[config.mk]
export PLATFORM = sky130hd
export DESIGN_NAME = and_unit_scheduler
export DESIGN_NICKNAME = d
export VERILOG_FILES = /design/src/rtl/and_unit_scheduler.sv
export SDC_FILE = /design/constraint.sdc
export NUM_CORES = 1
export LEC_CHECK = 0
export ABC_AREA = 1
export CORE_MARGIN = 2
export CORE_UTILIZATION = 25
export CTS_CLUSTER_DIAMETER = 50
export CTS_CLUSTER_SIZE = 40
export DETAILED_ROUTE_END_ITERATION = 8
export PLACE_DENSITY = 0.61
export REMOVE_ABC_BUFFERS = 1
export SYNTH_ARGS = -nofsm -noshare
export SYNTH_HDL_FRONTEND = slang
export SYNTH_SLANG_ARGS = --single-unit
export TNS_END_PERCENT = 1
[constraint.sdc]
create_clock -name clk -period 2.08 [get_ports clk]
set_input_delay 0.312 -clock clk [delete_from_list [all_inputs] [get_ports clk]]
set_output_delay 0.312 -clock clk [all_outputs]
set_load 0.02 [all_outputs]
[src/rtl/and_unit_scheduler.sv]
// Round-robin front end for one shared, registered AND unit: grants one requester
// at a time, waits out the unit latency, and returns the result with the owner's ID.
module and_unit_scheduler #(
    parameter int NREQ     = 4,
    parameter int W        = 8,
    parameter int UNIT_LAT = 1,
    parameter int IDW      = $clog2(NREQ)
) (
    input  logic              clk,
    input  logic              reset,
    input  logic [NREQ-1:0]   req_val,
    output logic [NREQ-1:0]   req_rdy,
    input  logic [NREQ*W-1:0] req_a,
    input  logic [NREQ*W-1:0] req_b,
    output logic              resp_val,
    input  logic              resp_rdy,
    output logic [IDW-1:0]    resp_id,
    output logic [W-1:0]      resp_y,
    output logic [W-1:0]      unit_a,
    output logic [W-1:0]      unit_b,
    input  logic [W-1:0]      unit_y,
    output logic              busy,
    output logic [1:0]        dbg_state
);

    // Handshakes: a transfer happens on a rising edge where valid and ready are both
    // high; valid never waits on ready, and an offered payload holds until taken.

    localparam int CNTW = $clog2(UNIT_LAT + 1);

    typedef enum logic [1:0] {
        IDLE = 2'd0,
        EXEC = 2'd1,
        RESP = 2'd2
    } state_t;

    state_t            state_q, state_d;
    logic [IDW-1:0]    rr_ptr_q, rr_ptr_d;
    logic [CNTW-1:0]   cnt_q, cnt_d;
    logic [W-1:0]      unit_a_q, unit_a_d;
    logic [W-1:0]      unit_b_q, unit_b_d;
    logic [W-1:0]      resp_y_q, resp_y_d;
    logic [IDW-1:0]    resp_id_q, resp_id_d;

    logic              grant_found;
    logic [IDW-1:0]    grant_id;
    logic [IDW-1:0]    ptr_next;
    logic [NREQ-1:0]   grant_onehot;
    logic [W-1:0]      sel_a;
    logic [W-1:0]      sel_b;

    // Lowest requesting index overall, then overridden by the lowest at or above
    // the pointer; together this is the circular search starting at rr_ptr.
    always_comb begin
        grant_found = 1'b0;
        grant_id    = '0;
        for (int i = NREQ - 1; i >= 0; i--) begin
            if (req_val[i]) begin
                grant_found = 1'b1;
                grant_id    = IDW'(i);
            end
        end
        for (int i = NREQ - 1; i >= 0; i--) begin
            if (req_val[i] && (i >= int'(rr_ptr_q))) begin
                grant_id = IDW'(i);
            end
        end
    end

    always_comb begin
        sel_a        = '0;
        sel_b        = '0;
        grant_onehot = '0;
        for (int i = 0; i < NREQ; i++) begin
            grant_onehot[i] = (grant_id == IDW'(i));
            if (grant_id == IDW'(i)) begin
                sel_a = req_a[i*W +: W];
                sel_b = req_b[i*W +: W];
            end
        end
    end

    assign ptr_next = (grant_id == IDW'(NREQ - 1)) ? '0 : grant_id + 1'b1;

    always_comb begin
        state_d   = state_q;
        rr_ptr_d  = rr_ptr_q;
        cnt_d     = cnt_q;
        unit_a_d  = unit_a_q;
        unit_b_d  = unit_b_q;
        resp_y_d  = resp_y_q;
        resp_id_d = resp_id_q;
        req_rdy   = '0;
        unit_case: case (state_q)
            IDLE: begin
                // Reset also masks the grant so req_rdy reads zero while held in reset.
                if (grant_found && reset) begin
                    req_rdy   = grant_onehot;
                    unit_a_d  = sel_a;
                    unit_b_d  = sel_b;
                    resp_id_d = grant_id;
                    cnt_d     = CNTW'(UNIT_LAT);
                    rr_ptr_d  = ptr_next;
                    state_d   = EXEC;
                end
            end
            EXEC: begin
                if (cnt_q != '0) begin
                    cnt_d = cnt_q - CNTW'(1);
                end else begin
                    resp_y_d = unit_y;
                    state_d  = RESP;
                end
            end
            RESP: begin
                if (resp_rdy) begin
                    state_d = IDLE;
                end
            end
            default: begin
                state_d = IDLE;
            end
        endcase
    end

    always_ff @(posedge clk or negedge reset) begin
        if (!reset) begin
            state_q   <= IDLE;
            rr_ptr_q  <= '0;
            cnt_q     <= '0;
            unit_a_q  <= '0;
            unit_b_q  <= '0;
            resp_y_q  <= '0;
            resp_id_q <= '0;
        end else begin
            state_q   <= state_d;
            rr_ptr_q  <= rr_ptr_d;
            cnt_q     <= cnt_d;
            unit_a_q  <= unit_a_d;
            unit_b_q  <= unit_b_d;
            resp_y_q  <= resp_y_d;
            resp_id_q <= resp_id_d;
        end
    end

    assign resp_val  = (state_q == RESP);
    assign busy      = (state_q != IDLE);
    assign resp_id   = resp_id_q;
    assign resp_y    = resp_y_q;
    assign unit_a    = unit_a_q;
    assign unit_b    = unit_b_q;
    assign dbg_state = state_q;

    a_rdy_onehot0: assert property (@(posedge clk) disable iff (!reset) $onehot0(req_rdy));
    a_rdy_idle_only: assert property (@(posedge clk) disable iff (!reset) busy |-> (req_rdy == '0));
    a_operands_hold: assert property (@(posedge clk) disable iff (!reset)
        (busy && $past(busy)) |-> ($stable(unit_a) && $stable(unit_b)));
    a_resp_hold: assert property (@(posedge clk) disable iff (!reset)
        (resp_val && !resp_rdy) |=> (resp_val && $stable(resp_y) && $stable(resp_id)));

endmodule

==> run_results.csv, run 1 <==
group,metric,value,unit
layout,seq_area,776,µm²
logic_synthesis,synth.top_cells.by_area,"dfrtp_1, nand2_1, nor2_1",
drt,drt_drc_violations_left,0,
logic_synthesis,synth_ff_type,"dfrtp_1",
cts,cts_buffer_depth,2,
placed_design,hpwl,5200,µm
layout,antenna_cells,0,
global_routing,track_usage,16.2,%
power,p_leak,0.00172,µW
drt,via_count,2320,
min_path,holdCritPathClass,"in -> async",
logic_synthesis,avgSynthCellArea,6.79,µm²
setup_path,startpoint_type,"flop",
cts,cts-root-buf,"clkbuf_8",
sta,hold_viol_final,0,
sta,fin_skew,0.00710,ns
setup_path,startpoint,"rr_ptr_q[1]",
sta,drv_slew,0,
sta,fin_crit_sh,97.0,%
sta,final-setup-viol-count,0,
logic_synthesis,synth_top_area_share,37.0,%
logic_synthesis,async_reset_ff_share,100,%
setup_path,critical_path_depth,10,
logic_synthesis,ys_ff_latch,31,
setup_path,critical-path-top-delay-family,"simple AND/OR/NAND/NOR gates",
setup_path,cp.required,1.77,ns
placed_design,place.gp.congestion,0.789,
layout,area.growth.synth_to_final,65.4,%
logic_synthesis,ys_seq_area_share,37.0,%
placed_design,dp_cells,523,
die,initial_core_util,25.7,%
logic_synthesis,syn_inst,309,
die,core-area,8180,µm²
global_routing,antenna_found_initial,0,
layout,fill_cells,823,
setup_path,path_buf_inv,3,
cts,clk_pin_slew,0.07,ns
logic_synthesis,yosys.area.top_type,"dfrtp_1",
setup_path,cp.arrival,1.71,ns
cts,h-tree-depth,2,
sta,worstMarginPinSlew,0.712,ns
setup_path,critPathMostFrequentCell,"nand2_2",
logic_synthesis,synth_edf_count,0,
sta,finalCriticalPeriod,2.02,ns
setup_path,setup.worst_path.end_class,"output port",
drt,firstDrtPassIters,4,
global_routing,grt_pass1_wl,11200,µm
global_routing,grt.busiest_layer,"met2",
global_routing,grt_max_degree,32,
job,maxCapViolCount,0,
power,finalPower,4480,µW
sta,rsz0062_at_grt,"true",
drt,wirelength,7060,µm
setup_path,crit_type,"reg -> out",
drt,drt-initial-drc-count,47,
global_routing,globalRouteMet3Util,3.24,%
setup_path,cpPeakStageDelay,0.44,ns
die,ios,113,
placed_design,io_buffers,112,
power,power_density,1290,nW/µm²
layout,multiInputGateArea,1170,µm²
setup_path,r2r-end,"unit_a[0]",
die,die_height,95.6,µm
layout,instances_no_fill,531,
sta,hold_slack,0.108,ns
layout,layout-drive-gt1-share,16.4,%
setup_path,path_cells,"nand2_1, nand2_2, nand2_2, nand2_2, nand2_2, buf_4, ha_2, inv_2, nor2_1, buf_4",
die,placement_rows,33,
setup_path,path_max_fanout,4,
global_routing,grt_pass1_vias,2305,
layout,final_cell_mix,"nand2_1, clkdlybuf4s50_1, dfrtp_1",
die,die_x,95.6,µm
die,dieArea,9140,µm²
setup_path,r2r.worst_path.cells,14,
setup_path,crit_path_top_delay_cell,"dfrtp_1",
cts,cts_tree,"done",
cts,cts_sinks,31,
outcome,outcome,"finished clean",
logic_synthesis,synth_warnings,0,
setup_path,ff2ff_setup_slack,0.21,ns
sta,max_slew_margin,52.4,%
setup_path,r2r-start,"rr_ptr_q[1]",
global_routing,gr-total-overflow,0,
power,irDropWorstVdd,0.426,mV
drt,routedWlPerCell,13.3,µm
cts,numCtsBuffers,5,
sta,tns,0,ns
cts,insertion_delay,0.29,ns
logic_synthesis,synth.cell_area,2100,µm²
drt,vias_per_cell,4.37,
layout,layout.nets,508,
setup_path,worstSetupEndpoint,"req_rdy[2]",
global_routing,met2_usage,27.4,%
global_routing,global_route.usage.met1,20.7,%
drt,antenna_left,0,
logic_synthesis,netlist-cell-type-count,22,
sta,max_freq,496,MHz
layout,final_common_cell,"nand2_1",
-- cells by family after synthesis --
| group | after synthesis | synth area share [%] |
|---|---|---|
| AO/OA/AOI/OAI | 18 | 4.41 |
| adder cells (fa/ha/maj) | 4 | 2.39 |
| buffers and inverters | 32 | 10.3 |
| flip-flops | 31 | 37.0 |
| AND/OR/NAND/NOR | 224 | 45.9 |
-- worst min-delay path by stage --
stage,startpoint,to,slack [ns],depth (start not counted)
finish,reset,rr_ptr_q[0],0.11,2
global route,reset,unit_b[5],0.16,2
CTS,reset,unit_b[5],0.14,2
detailed placement,reset,rr_ptr_q[0],0.46,2
global placement,reset,rr_ptr_q[1],0.45,2
floorplan,reset,cnt_q,0.02,0
-- metal layers --
metal | up-vias | wire [µm]
met2 | 64 | 3460
met4 | 0 | 140
met1 | 1059 | 3110
met3 | 14 | 352
li1 | 1183 | -
met5 | - | 0
-- Yosys cell counts (2+ instances only) --
cell and instances:
ha_1 4, nor2_2 10, buf_4 8, dfrtp_1 31, nand2_1 150, nand3_2 10, nand3_1 19, inv_2 4
a21oi_1 16, buf_2 2, inv_1 9, buf_6 5, nor2_1 32
-- registers in the layout, indices dropped and copies added (netlist names) --
signal / cells
cnt_q: 1
resp_id: 2
unit_b: 8
resp_y: 8
unit_a: 8
rr_ptr_q: 2
dbg_state: 2
-- power breakdown --
part / leakage [µW] / internal (µW) / total, µW / switching, µW
registers: 0.000389 / 883 / 1050 / 170
clock network: 0.0000612 / 388 / 630 / 243
logic: 0.00127 / 1160 / 2800 / 1630
-- worst register-to-register path: cells and delay by family (launching register included) --
family	cells	cell delay, ns
flip-flops	1	0.44
buffers and inverters	2	0.39
AND/OR/NAND/NOR	11	0.82
adder cells (fa/ha/maj)	1	0.16
-- metrics by stage --
step | utilization, % | instance area [µm²] | setup slack (ns)
global route | 42.5 | 3470 | -0.0428
global placement | 40.3 | 3300 | -0.562
finish | 42.5 | 3470 | 0.0628
detailed placement | 40.3 | 3300 | -0.576
CTS | 42.1 | 3440 | 0.00767
floorplan | - | 1950 | 0.00699
-- area by class of cell --
class / instances / area share [%]
Multi-Input combinational cell: 246 / 33.7
Clock inverter: 2 / 1.01
Clock buffer: 6 / 2.38
Sequential cell: 31 / 22.4
Timing Repair Buffer: 125 / 34.8
Inverter: 16 / 2.02
Tap cell: 105 / 3.79
-- what timing repair did --
action                     CTS  global route
setup endpoints to repair   12             8
pin swaps                    1             4
hold buffers                 0             0
buffers inserted             0             0
gates resized for setup     30            12
Note: power is estimated with default switching activity, not from simulation.
==> run 2, diff against run 1 <==
--- a/config.mk
+++ b/config.mk
@@ -12,6 +12,7 @@
 export CTS_CLUSTER_SIZE = 40
 export DETAILED_ROUTE_END_ITERATION = 8
 export PLACE_DENSITY = 0.61
+export RECOVER_POWER = 50
 export REMOVE_ABC_BUFFERS = 1
 export SYNTH_ARGS = -nofsm -noshare
 export SYNTH_HDL_FRONTEND = slang
==> run 2 against run 1 <==
Net effect: clock-buffer cell count stayed put; final cell count is the same; sequential power about the same; utilization about the same; flip-flop and latch count unchanged; routed wire length grew 0.27%; die area unchanged; critical path type is now in -> out.
==> run_results.csv, run 2 (synthesis gave the netlist of run 1 again) <==
group,metric,value,unit
cts,insertion_delay,0.29,ns
setup_path,cp.arrival,1.70,ns
die,ios,113,
setup_path,startpoint_type,"primary input",
job,maxCapViolCount,0,
cts,cts_tree,"done",
placed_design,io_buffers,112,
power,irDropWorstVdd,0.425,mV
outcome,outcome,"finished clean",
sta,finalCriticalPeriod,2.01,ns
sta,final-setup-viol-count,0,
setup_path,r2r-end,"unit_a[0]",
drt,antenna_left,0,
layout,multiInputGateArea,1170,µm²
setup_path,path_max_fanout,3,
layout,final_cell_mix,"nand2_1, clkdlybuf4s50_1, dfrtp_1",
power,power_density,1290,nW/µm²
sta,hold_viol_final,0,
drt,routedWlPerCell,13.3,µm
die,die_height,95.6,µm
sta,rsz0062_at_grt,"true",
cts,cts_hold_buf,0,
global_routing,grt_pass1_vias,2305,
layout,layout.nets,508,
sta,max_slew_margin,47.0,%
global_routing,grt_max_degree,32,
die,dieArea,9140,µm²
layout,final_common_cell,"nand2_1",
sta,drv_slew,0,
global_routing,antenna_found_initial,0,
layout,layout-drive-gt1-share,16.0,%
drt,drt_drc_violations_left,0,
power,finalPower,4470,µW
layout,design_area,3470,µm²
cts,cts-root-buf,"clkbuf_8",
sta,fin_skew,0.00702,ns
setup_path,setup.worst_path.end_class,"output port",
drt,drt-initial-drc-count,55,
layout,fill_cells,825,
min_path,holdCritPathClass,"in -> async",
cts,h-tree-depth,2,
layout,seq_area,776,µm²
power,p_leak,0.00172,µW
placed_design,dp_slack,-0.576,ns
cts,cts_buffer_depth,2,
sta,finalWorstSetupSlack,0.0668,ns
drt,vias_per_cell,4.37,
placed_design,dp_cells,523,
cts,cts_sinks,31,
layout,instances_no_fill,531,
global_routing,grt_pass1_wl,11200,µm
die,placement_rows,33,
global_routing,gr-total-overflow,0,
setup_path,r2r.worst_path.cells,14,
drt,wirelength,7080,µm
sta,worstMarginPinSlew,0.796,ns
layout,antenna_cells,0,
placed_design,placedInstanceArea,3300,µm²
die,core-area,8180,µm²
layout,area.growth.synth_to_final,65.2,%
sta,max_freq,497,MHz
sta,fin_crit_sh,96.8,%
setup_path,r2r-start,"rr_ptr_q[1]",
drt,via_count,2318,
cts,numCtsBuffers,5,
global_routing,track_usage,16.2,%
setup_path,crit_type,"in -> out",
setup_path,cp.required,1.77,ns
sta,hold_slack,0.381,ns
placed_design,place.gp.congestion,0.789,
die,initial_core_util,25.7,%
drt,firstDrtPassIters,4,
setup_path,ff2ff_setup_slack,0.22,ns
die,die_x,95.6,µm
cts,clk_pin_slew,0.07,ns
placed_design,hpwl,5200,µm
[run 2: cell types whose count changed in the layout (fill, tap and decap cells not counted), sizes merged]
cell / previous run / this run
buf: 18 / 16
clkbuf: 6 / 8
[run 2: worst max-delay path by stage]
stage,start,to,cells past startpoint
CTS,req_val[0],req_rdy[2],10
finish,req_val[3],req_rdy[2],10
global route,rr_ptr_q[1],req_rdy[1],10
detailed placement,req_val[1],req_rdy[1],11
floorplan,rr_ptr_q[1],req_rdy[2],6
global placement,req_val[1],req_rdy[1],11
[run 2: where the power goes]
part	internal, µW	switching, µW	leakage (µW)
logic	1160	1630	0.00127
registers	883	167	0.000389
clock network	388	241	0.0000612
[run 2: per-layer routing]
| metal | GRT usage, % | vias up | share of wire, % |
|---|---|---|---|
| li1 | - | 1182 | - |
| met1 | 20.7 | 1054 | 44 |
| met2 | 27.4 | 66 | 48 |
| met3 | 3.24 | 16 | 5.1 |
| met4 | 4.88 | 0 | 2.7 |
| met5 | 0 | - | 0 |
[run 2: per-stage QoR]
| stage | setup TNS (ns) | utilization [%] |
|---|---|---|
| floorplan | 0 | - |
| global placement | -5.82 | 40.3 |
| detailed placement | -7.19 | 40.3 |
| CTS | 0 | 42.1 |
| global route | -0.128 | 42.4 |
| finish | 0 | 42.4 |
[run 2: final cells by class]
cell class,instances,area share (%)
sequential,31,22.4
clock inverter,2,1.01
timing repair buffer,125,34.7
tap,105,3.79
clock buffer,6,2.38
inverter,16,2.02
multi-input combinational,246,33.7
[run 2: critical path, stage by stage]
cell and delay, ns:
clkdlybuf4s50_1 0.48, inv_1 0.06, buf_4 0.13, nand3_2 0.10, nand2_4 0.08, inv_2 0.09
ha_2 0.18, inv_2 0.04, nor2_1 0.09, buf_4 0.15
[run 2: repair_timing]
action | CTS | global route
resized for setup | 30 | 12
pin swaps | 1 | 4
buffers inserted | 0 | 0
setup endpoints to repair | 12 | 8
==> run 3, diff against run 2 <==
--- a/config.mk
+++ b/config.mk
@@ -11,6 +11,7 @@
 export CTS_CLUSTER_DIAMETER = 50
 export CTS_CLUSTER_SIZE = 40
 export DETAILED_ROUTE_END_ITERATION = 8
+export HOLD_SLACK_MARGIN = 0.03
 export PLACE_DENSITY = 0.61
 export RECOVER_POWER = 50
 export REMOVE_ABC_BUFFERS = 1
==> results of run 3 <==
No change in the layout: final DEF, timing and power equal those of run 2.
